<file path="src/rtl/sync_fifo_pkg.sv">
// Shared constants and elaboration helpers for the sync_fifo_v2 family.
package sync_fifo_pkg;

    localparam int RD_MODE_REG  = 0;
    localparam int RD_MODE_FWFT = 1;

    // Depth must be a power of two so wrap-bit pointers roll over naturally.
    function automatic bit is_pow2(input int value);
        return (value >= 2) && ((value & (value - 1)) == 0);
    endfunction

endpackage

</file>
<file path="src/rtl/sync_fifo_ram.sv">
// FIFO storage: one synchronous write port, one asynchronous read port.
module sync_fifo_ram #(
    parameter int DATA_WIDTH = 8,
    parameter int DEPTH      = 8,
    parameter int ADDR_WIDTH = $clog2(DEPTH)
) (
    input  logic                  clk,
    input  logic                  i_wr_en,
    input  logic [ADDR_WIDTH-1:0] i_wr_addr,
    input  logic [DATA_WIDTH-1:0] i_wr_data,
    input  logic [ADDR_WIDTH-1:0] i_rd_addr,
    output logic [DATA_WIDTH-1:0] o_rd_data
);

    logic [DATA_WIDTH-1:0] r_mem [DEPTH];

    // NOTE: storage has no reset; the pointers alone decide which words are live.
    always_ff @(posedge clk) begin
        if (i_wr_en) begin
            r_mem[i_wr_addr] <= i_wr_data;
        end
    end

    assign o_rd_data = r_mem[i_rd_addr];

endmodule

</file>
<file path="src/rtl/sync_fifo_v2.sv">
// Single-clock FIFO with registered or FWFT read, occupancy flags and sticky errors.
// Define SYNC_FIFO_WATERMARK_EN to add the max_level high-water-mark output.
module sync_fifo_v2
    import sync_fifo_pkg::*;
#(
    parameter int  DATA_WIDTH   = 8,
    parameter int  DEPTH        = 8,
    parameter int  RD_MODE      = RD_MODE_REG,
    parameter int  AFULL_LEVEL  = DEPTH - 1,
    parameter int  AEMPTY_LEVEL = 1,
    localparam int ADDR_WIDTH   = $clog2(DEPTH)
) (
    input  logic                  clk,
    input  logic                  rst,
    input  logic                  flush,
    input  logic                  wr_en,
    input  logic [DATA_WIDTH-1:0] wr_data,
    input  logic                  rd_en,
    input  logic                  clr_err,
    output logic [DATA_WIDTH-1:0] rd_data,
    output logic                  rd_valid,
    output logic                  full,
    output logic                  empty,
    output logic                  almost_full,
    output logic                  almost_empty,
    output logic [ADDR_WIDTH:0]   count,
    output logic                  overflow,
    output logic                  underflow
`ifdef SYNC_FIFO_WATERMARK_EN
    ,
    output logic [ADDR_WIDTH:0]   max_level
`endif
);

    if (!is_pow2(DEPTH)) begin : g_bad_depth
        $error("sync_fifo_v2: DEPTH must be a power of two and at least 2");
    end
    if (RD_MODE != RD_MODE_REG && RD_MODE != RD_MODE_FWFT) begin : g_bad_mode
        $error("sync_fifo_v2: RD_MODE must be 0 (registered) or 1 (FWFT)");
    end

    localparam logic [ADDR_WIDTH:0] C_ONE    = {{ADDR_WIDTH{1'b0}}, 1'b1};
    localparam logic [ADDR_WIDTH:0] C_DEPTH  = (ADDR_WIDTH + 1)'(DEPTH);
    localparam logic [ADDR_WIDTH:0] C_AFULL  = (ADDR_WIDTH + 1)'(AFULL_LEVEL);
    localparam logic [ADDR_WIDTH:0] C_AEMPTY = (ADDR_WIDTH + 1)'(AEMPTY_LEVEL);

    logic [ADDR_WIDTH:0]   r_wr_ptr;
    logic [ADDR_WIDTH:0]   r_rd_ptr;
    logic [ADDR_WIDTH:0]   r_count;
    logic                  r_overflow;
    logic                  r_underflow;

    logic [ADDR_WIDTH:0]   w_wr_ptr_next;
    logic [ADDR_WIDTH:0]   w_rd_ptr_next;
    logic [ADDR_WIDTH:0]   w_count_next;
    logic                  w_full;
    logic                  w_empty;
    logic                  w_req_ok;
    logic                  w_wr_accept;
    logic                  w_rd_accept;
    logic                  w_ovf_event;
    logic                  w_unf_event;
    logic [DATA_WIDTH-1:0] w_ram_rd_data;

    assign w_full  = (r_count == C_DEPTH);
    assign w_empty = (r_count == '0);

    // Flush and reset both override the requests, so neither moves data nor flags errors.
    assign w_req_ok    = !rst && !flush;
    assign w_wr_accept = w_req_ok && wr_en && !w_full;
    assign w_rd_accept = w_req_ok && rd_en && !w_empty;
    assign w_ovf_event = w_req_ok && wr_en && w_full;
    assign w_unf_event = w_req_ok && rd_en && w_empty;

    // NOTE: every always_comb output gets a default first so no path can infer a latch.
    always_comb begin
        w_wr_ptr_next = r_wr_ptr;
        w_rd_ptr_next = r_rd_ptr;
        w_count_next  = r_count;
        if (flush) begin
            w_wr_ptr_next = '0;
            w_rd_ptr_next = '0;
            w_count_next  = '0;
        end else begin
            if (w_wr_accept) begin
                w_wr_ptr_next = r_wr_ptr + C_ONE;
            end
            if (w_rd_accept) begin
                w_rd_ptr_next = r_rd_ptr + C_ONE;
            end
            unique case ({w_wr_accept, w_rd_accept})
                2'b10:   w_count_next = r_count + C_ONE;
                2'b01:   w_count_next = r_count - C_ONE;
                default: w_count_next = r_count;
            endcase
        end
    end

    // NOTE: sequential state uses non-blocking assignments so all registers see pre-edge values.
    always_ff @(posedge clk) begin
        if (rst) begin
            r_wr_ptr    <= '0;
            r_rd_ptr    <= '0;
            r_count     <= '0;
            r_overflow  <= 1'b0;
            r_underflow <= 1'b0;
        end else begin
            r_wr_ptr    <= w_wr_ptr_next;
            r_rd_ptr    <= w_rd_ptr_next;
            r_count     <= w_count_next;
            r_overflow  <= w_ovf_event || (r_overflow && !clr_err);
            r_underflow <= w_unf_event || (r_underflow && !clr_err);
        end
    end

    sync_fifo_ram #(
        .DATA_WIDTH (DATA_WIDTH),
        .DEPTH      (DEPTH),
        .ADDR_WIDTH (ADDR_WIDTH)
    ) u_ram (
        .clk       (clk),
        .i_wr_en   (w_wr_accept),
        .i_wr_addr (r_wr_ptr[ADDR_WIDTH-1:0]),
        .i_wr_data (wr_data),
        .i_rd_addr (r_rd_ptr[ADDR_WIDTH-1:0]),
        .o_rd_data (w_ram_rd_data)
    );

    if (RD_MODE == RD_MODE_FWFT) begin : g_fwft
        // Head word is presented directly; zero while empty so stale storage never leaks out.
        assign rd_data  = w_empty ? '0 : w_ram_rd_data;
        assign rd_valid = !w_empty;
    end else begin : g_reg
        logic [DATA_WIDTH-1:0] r_rd_data;
        logic                  r_rd_valid;

        always_ff @(posedge clk) begin
            if (rst) begin
                r_rd_data  <= '0;
                r_rd_valid <= 1'b0;
            end else begin
                r_rd_valid <= w_rd_accept;
                if (w_rd_accept) begin
                    r_rd_data <= w_ram_rd_data;
                end
            end
        end

        assign rd_data  = r_rd_data;
        assign rd_valid = r_rd_valid;
    end

`ifdef SYNC_FIFO_WATERMARK_EN
    logic [ADDR_WIDTH:0] r_max_level;

    // A clear restarts tracking from the occupancy being entered this edge.
    always_ff @(posedge clk) begin
        if (rst) begin
            r_max_level <= '0;
        end else if (clr_err) begin
            r_max_level <= w_count_next;
        end else if (w_count_next > r_max_level) begin
            r_max_level <= w_count_next;
        end
    end

    assign max_level = r_max_level;
`endif

    assign full         = w_full;
    assign empty        = w_empty;
    assign almost_full  = (r_count >= C_AFULL);
    assign almost_empty = (r_count <= C_AEMPTY);
    assign count        = r_count;
    assign overflow     = r_overflow;
    assign underflow    = r_underflow;

endmodule

</file>
<file path="config.mk">
export PLATFORM = sky130hd
export DESIGN_NAME = sync_fifo_v2
export DESIGN_NICKNAME = d
export VERILOG_FILES = /design/src/rtl/sync_fifo_pkg.sv /design/src/rtl/sync_fifo_ram.sv /design/src/rtl/sync_fifo_v2.sv
export SDC_FILE = /design/constraint.sdc
export NUM_CORES = 1
export LEC_CHECK = 0
export CAP_MARGIN = 20
export CORE_ASPECT_RATIO = 0.75
export CORE_MARGIN = 3
export CORE_UTILIZATION = 50
export CTS_BUF_LIST = sky130_fd_sc_hd__clkbuf_4
export DETAILED_ROUTE_END_ITERATION = 10
export GPL_ROUTABILITY_DRIVEN = 0
export PLACE_DENSITY_LB_ADDON = 0.3
export SKIP_CTS_REPAIR_TIMING = 1
export SYNTH_ARGS = -nofsm -noshare
export SYNTH_HDL_FRONTEND = slang
export SYNTH_SLANG_ARGS = --single-unit
</file>
<file path="constraint.sdc">
create_clock -name clk -period 5.23 [get_ports clk]
set_clock_uncertainty 0.2 [all_clocks]
set_input_delay 0.523 -clock clk [delete_from_list [all_inputs] [get_ports clk]]
set_output_delay 0.523 -clock clk [all_outputs]
set_load 0.05 [all_outputs]
</file>
After elaboration in Yosys (flattened, before gate mapping)
Memory sizes are Yosys's and may differ from the RTL's. A register that Yosys moved wholly into a read port is not among the register bits.
Cells that the tools add are included.
{ "totals": {"regBits": 15, "ram_bits": 64, "inputBits": 14, "output_inout_bits": 19, "word_cells": 38, "n_memories": 1} }
{ "classes": {"add_sub_neg": 4, "order_cmp": 2, "n_eq_ne": 3, "mux": 3, "n_reduce_logical": 19} }
{ "mem_list": {"columns": ["memory", "words", "word_bits", "rd", "rd_ports_with_merged_regs", "wr", "line", "text"], "rows": [
  ["u_ram.r_mem", 8, 8, 1, 1, 1, "sync_fifo_ram.sv:15", "logic [DATA_WIDTH-1:0] r_mem [DEPTH];"]
]} }
{ "op_table": {"columns": ["cell", "n"], "rows": [
  ["4-bit by 1-bit adder with 4-bit output, second input constant", 3],
  ["1-bit logical AND", 9],
  ["4-bit one-hot mux with 2 select lines", 1],
  ["1-bit logical NOT", 5],
  ["4-bit equality test, second input constant", 1],
  ["4-bit by 3-bit greater-or-equal comparator with 1-bit output, second input constant", 1],
  ["4-bit by 1-bit <= comparator with 1-bit output, second input constant", 1],
  ["4-bit logical NOT", 1],
  ["4-bit by 1-bit subtractor with 4-bit output, second input constant", 1],
  ["2-bit by 1-bit equality test with 1-bit output, second input constant", 1],
  ["2-bit equality test, second input constant", 1],
  ["1-bit logical OR", 2],
  ["1-bit 2-to-1 mux", 2],
  ["2-bit nonzero test", 1],
  ["2-bit OR reduction", 1]
]} }

Longest topological paths before layout
{ "depth": {"depth_word": 6, "ltp_mapped": 11, "depth_no_buf": 9} }

Hierarchy
From an unflattened synthesis, not the netlist that was laid out.
{ "unflattened": {"cells_unflattened": 219, "hier_area_um2": 3517.1} }
{ "modules_own_cells": {"columns": ["mod", "n_inst", "cells_per_inst", "area_per_inst_um2", "seq_area_each_um2"], "rows": [
  ["sync_fifo_ram", 1, 106, 2531.2, 1921.8],
  ["sync_fifo_v2", 1, 113, 985.9, 420.4]
]} }

Least setup slack after synthesis
OpenSTA, ideal clock, no wires.
{ "synth_timing": {"path_type": "register -> register", "start": "register r_count[1], in the netlist count[1]", "end": "register r_count[3], in the netlist count[3]", "setup_ns": 0.126, "t_arrival_ns": 2.603, "required_time_ns": 4.904, "path_slack_ns": 2.301, "path_stages_with_launch": 12, "path_buffers": 2, "period_less_slack_ns": 2.929, "path_cell_list": "dfxtp_1 inv_1 ha_1 or3b_1 buf_6 and2_4 buf_6 ha_1 or4b_1 a21oi_2 xnor2_1 nor2_1"} }
{ "synth_via": {"elab_chain_cells": 5, "word_cells_on_any_way": 12, "cone_classes": "2 x add/sub; 3 x eq/ne; 1 x mux; 6 x reduce/logical"} }
{ "synth_lines": {"columns": ["element", "line", "text"], "rows": [
  ["from (decl)", "sync_fifo_v2.sv:49", "logic [ADDR_WIDTH:0] r_count;"],
  ["from (signal assigned)", "sync_fifo_v2.sv:110", "r_count <= w_count_next;"],
  ["4-bit logical NOT *", "sync_fifo_v2.sv:66", "assign w_empty = (r_count == '0);"],
  ["1-bit logical NOT *", "sync_fifo_v2.sv:71", "assign w_rd_accept = w_req_ok && rd_en && !w_empty;"],
  ["1-bit logical AND *", "sync_fifo_v2.sv:71", null],
  ["net w_rd_accept", "sync_fifo_v2.sv:60", "logic w_rd_accept;"],
  ["2-bit by 1-bit equality test with 1-bit output / 2-bit equality test (equally long branches)", "sync_fifo_v2.sv:91", "unique case ({w_wr_accept, w_rd_accept})"],
  ["4-bit one-hot mux with 2 select lines / 2-bit nonzero test (equally long branches)", null, null]
]} }
The timed path passes the listed nets; every way through them passes the cells marked *.
A chain may end at the register's enable or synchronous reset.

Final worst setup path
{ "layout_timing": {"start": "register r_count[1], in the netlist count[1]", "end": "output port empty"} }
{ "layout_via": {"elab_chain_cells": 1} }
{ "layout_lines": {"columns": ["element", "line", "text"], "rows": [
  ["4-bit logical NOT", "sync_fifo_v2.sv:66", null],
  ["to (decl)", "sync_fifo_v2.sv:23", "output logic empty,"]
]} }
Every way passes these cells.

==> load_flow_metrics.sql <==
INSERT INTO impl_metrics (metric_group, metric, value, unit) VALUES
('routing', 'detail_route.wirelength', '6.08', 'mm'),
('power', 'power.share.clock', '36.6', '%'),
('cts', 'clk_transition_reported_paths', '120', 'ps'),
('cts', 'cts_tree', 'done', ''),
('cts', 'clock_insertion_delay_worst_skew', '420', 'ps'),
('synthesis', 'synth_enable_flop_cells', '64', ''),
('routing', 'initialDrtViolationCount', '85', ''),
('global_routing', 'grt_first_pass_wirelength', '9.56', 'mm'),
('power', 'comb_power_share', '4.1', '%'),
('power', 'power.share.sequential', '59.4', '%'),
('setup_path', 'stages_on_the_worst_setup_path', '5', ''),
('sta', 'setup_ws', '1940', 'ps'),
('setup_path', 'worst_path_most_repeated_cell', 'inv_1', ''),
('setup_path', 'required', '4510', 'ps'),
('sta', 'final_critical_path_share_of_the_clock_period', '63.0', '%'),
('hold_path', 'holdPathEnd', 'rd_data[1]', ''),
('routing', 'num_vias', '1839', ''),
('status', 'status', 'finished clean', ''),
('cts', 'cts_max_level', '3', ''),
('setup_path', 'r2r.worst_path.cells', '9', ''),
('global_routing', 'grt_pass1_vias', '1835', ''),
('synthesis', 'number_of_standard_cells_after_synthesis', '206', ''),
('setup_path', 'timing.critical_path.max_delay_family', 'buffers and inverters', ''),
('synthesis', 'most_numerous_cell_in_the_yosys_netlist', 'edfxtp_1', ''),
('cts', 'cts_num_sinks', '85', ''),
('layout', 'filler_cell_count', '478', ''),
('cts', 'cts_root_buffer', 'clkbuf_4', ''),
('sta', 'timing.max_slew.rel_slack', '40.3', '%'),
('global_routing', 'global_route.overflow_total', '0', ''),
('setup_path', 'worst-endpoint-arrival', '2570', 'ps'),
('setup_path', 'critical_path.endpoint_type', 'output pin', ''),
('sta', 'setup-violations-final', '0', ''),
('floorplanning', 'floorplan.io_pins', '33', ''),
('synthesis', 'synth_top_cells_by_count', 'edfxtp_1, dfxtp_1, nor2_1, mux4_2, nor3_1', ''),
('layout', 'layout.nets', '264', ''),
('power', 'p_per_area', '311', 'mW/mm^2'),
('synthesis', 'synth_seq_area_share', '68.7', '%'),
('routing', 'route.detailed.wl_per_inst', '18.4', 'um'),
('synthesis', 'synth_top_area_cell', 'edfxtp_1', ''),
('power', 'internal-power', '0.988', 'mW'),
('power', 'netSwitchingPower', '0.241', 'mW'),
('floorplanning', 'fp.dieArea', '0.00785', 'mm^2'),
('sta', 'layout_min_cycle_time', '3290', 'ps'),
('setup_path', 'regToRegStartpoint', 'count[0]', ''),
('layout', 'layout-area-overhead-vs-synth', '16.2', '%'),
('routing', 'antenna_violating_nets_post_route', '0', ''),
('sta', 'unrepaired_setup_endpoints_after_global_routing', 'no', ''),
('hold_path', 'hold_path_depth', '2', ''),
('sta', 'max_freq', '0.304', 'GHz'),
('global_routing', 'grt_overall_usage', '16.6', '%'),
('routing', 'drcViolationCount', '0', ''),
('sta', 'timing.setup.tns', '0', 'ps'),
('synthesis', 'netlist_area', '0.00341', 'mm^2'),
('setup_path', 'critical_path_peak_fanout', '7', ''),
('global_routing', 'grt_max_degree', '18', ''),
('floorplanning', 'die_h', '77.5', 'um'),
('cts', 'total_clock_buffers_created_by_cts', '9', ''),
('setup_path', 'critical_path_startpoint_category', 'flip-flop', ''),
('run', 'max_cap_violations', '0', ''),
('setup_path', 'cp.buffers_inverters', '3', ''),
('synthesis', 'synthFlopType', 'edfxtp_1', ''),
('sta', 'tightestPinTransition', '893', 'ps'),
('setup_path', 'crit-reg2reg-capture', 'count[3]', ''),
('global_routing', 'grt_antenna_before_repair', '0', ''),
('routing', 'vias_per_cell', '5.57', ''),
('placed_design', 'dp_hpwl', '4.22', 'mm'),
('layout', 'fraction_of_layout_instances_using_a_drive_strength_above_1', '19.7', '%'),
('floorplanning', 'chipWidth', '101', 'um'),
('floorplanning', 'core', '0.00644', 'mm^2'),
('routing', 'drt-pass1-iter-count', '4', ''),
('synthesis', 'synth.yosys.warnings', '0', '');
==> stage by stage <==
step                      cell area [um^2]  std cells  utilization (%)
after floorplan                       3410        206                -
after global placement                3770        313             58.5
after detailed placement              3770        313             58.5
after CTS                             3950        329             61.4
after global routing                  3960        330             61.4
final                                 3960        330             61.4
==> power by group through the flow <==
stage | registers, mW | clock network (mW) | logic (mW)
2_1_floorplan | 0.751 | 0 | 0.0199
3_3_place_gp | 0.745 | 0 | 0.0486
3_5_place_dp | 0.745 | 0 | 0.0502
4_1_cts | 0.730 | 0.459 | 0.0503
5_1_grt | 0.731 | 0.484 | 0.0544
6_report | 0.730 | 0.450 | 0.0500
==> per-layer routing <==
metal / global-route usage, % / vias to the layer above / share of wire [%]
li1: - / 869 / -
met1: 22.8 / 915 / 44
met2: 25.3 / 46 / 49
met3: 6.11 / 9 / 6.5
met4: 4.38 / 0 / 0.94
met5: 0 / - / 0
==> worst min-delay path, cell delays in order (launching register included) <==
cell and delay [ps]:
dfxtp_1 330, nor2_1 90, nor3_1 40
==> sequential cells by signal, summed over array words and instances, names as in the netlist <==
signal / cells
overflow: 1
r_wr_ptr: 3
r_rd_ptr: 3
u_ram.r_mem: 64
rd_valid: 1
underflow: 1
count: 4
rd_data: 8
==> layout by cell type, fill, tap and decap left out, drive strengths merged, types with 3 or more instances in the layout <==
cell type      synthesis  routed
inv                    6       6
ha                     6       6
xor2                   4       4
bufinv                 0       3
buf                    5       3
clkinv                 0       4
nand2b                 3       3
clkbuf                 3       9
edfxtp                64      64
nor3b                  3       3
o22ai                  8       8
dfxtp                 21      21
nor3                  11      11
o21ai                  3       3
nand3                  4       4
clkdlybuf4s50          0      32
nor2                  23      23
a21oi                  6       6
mux4                  16      16
nand2                  4       4
==> cell families after synthesis <==
logic type / synth area share (%)
adder cells (fa/ha/maj): 2.20
buffers and inverters: 2.75
AND/OR/NAND/NOR: 10.5
multiplexers: 10.9
XOR/XNOR: 1.29
flip-flops: 68.7
AO/OA/AOI/OAI: 3.60
==> cell type report <==
class | instances | area, um^2 | share of cell area [%]
clock buffer | 9 | 67.6 | 1.71
clock inverter | 7 | 114 | 2.88
inverter | 6 | 22.5 | 0.569
multi-input combinational | 107 | 971 | 24.5
sequential | 85 | 2340 | 59.2
tap | 81 | 101 | 2.56
timing repair buffer | 35 | 340 | 8.60
==> worst max-delay path by stage <==
| stage | start | end |
|---|---|---|
| after floorplan | count[1] | count[3] |
| after global placement | rst | u_ram.r_mem[0][7] |
| after detailed placement | rst | u_ram.r_mem[0][4] |
| after CTS | count[1] | empty |
| after global routing | count[1] | empty |
| final | count[1] | empty |
Power figures use the tool's default switching activity.
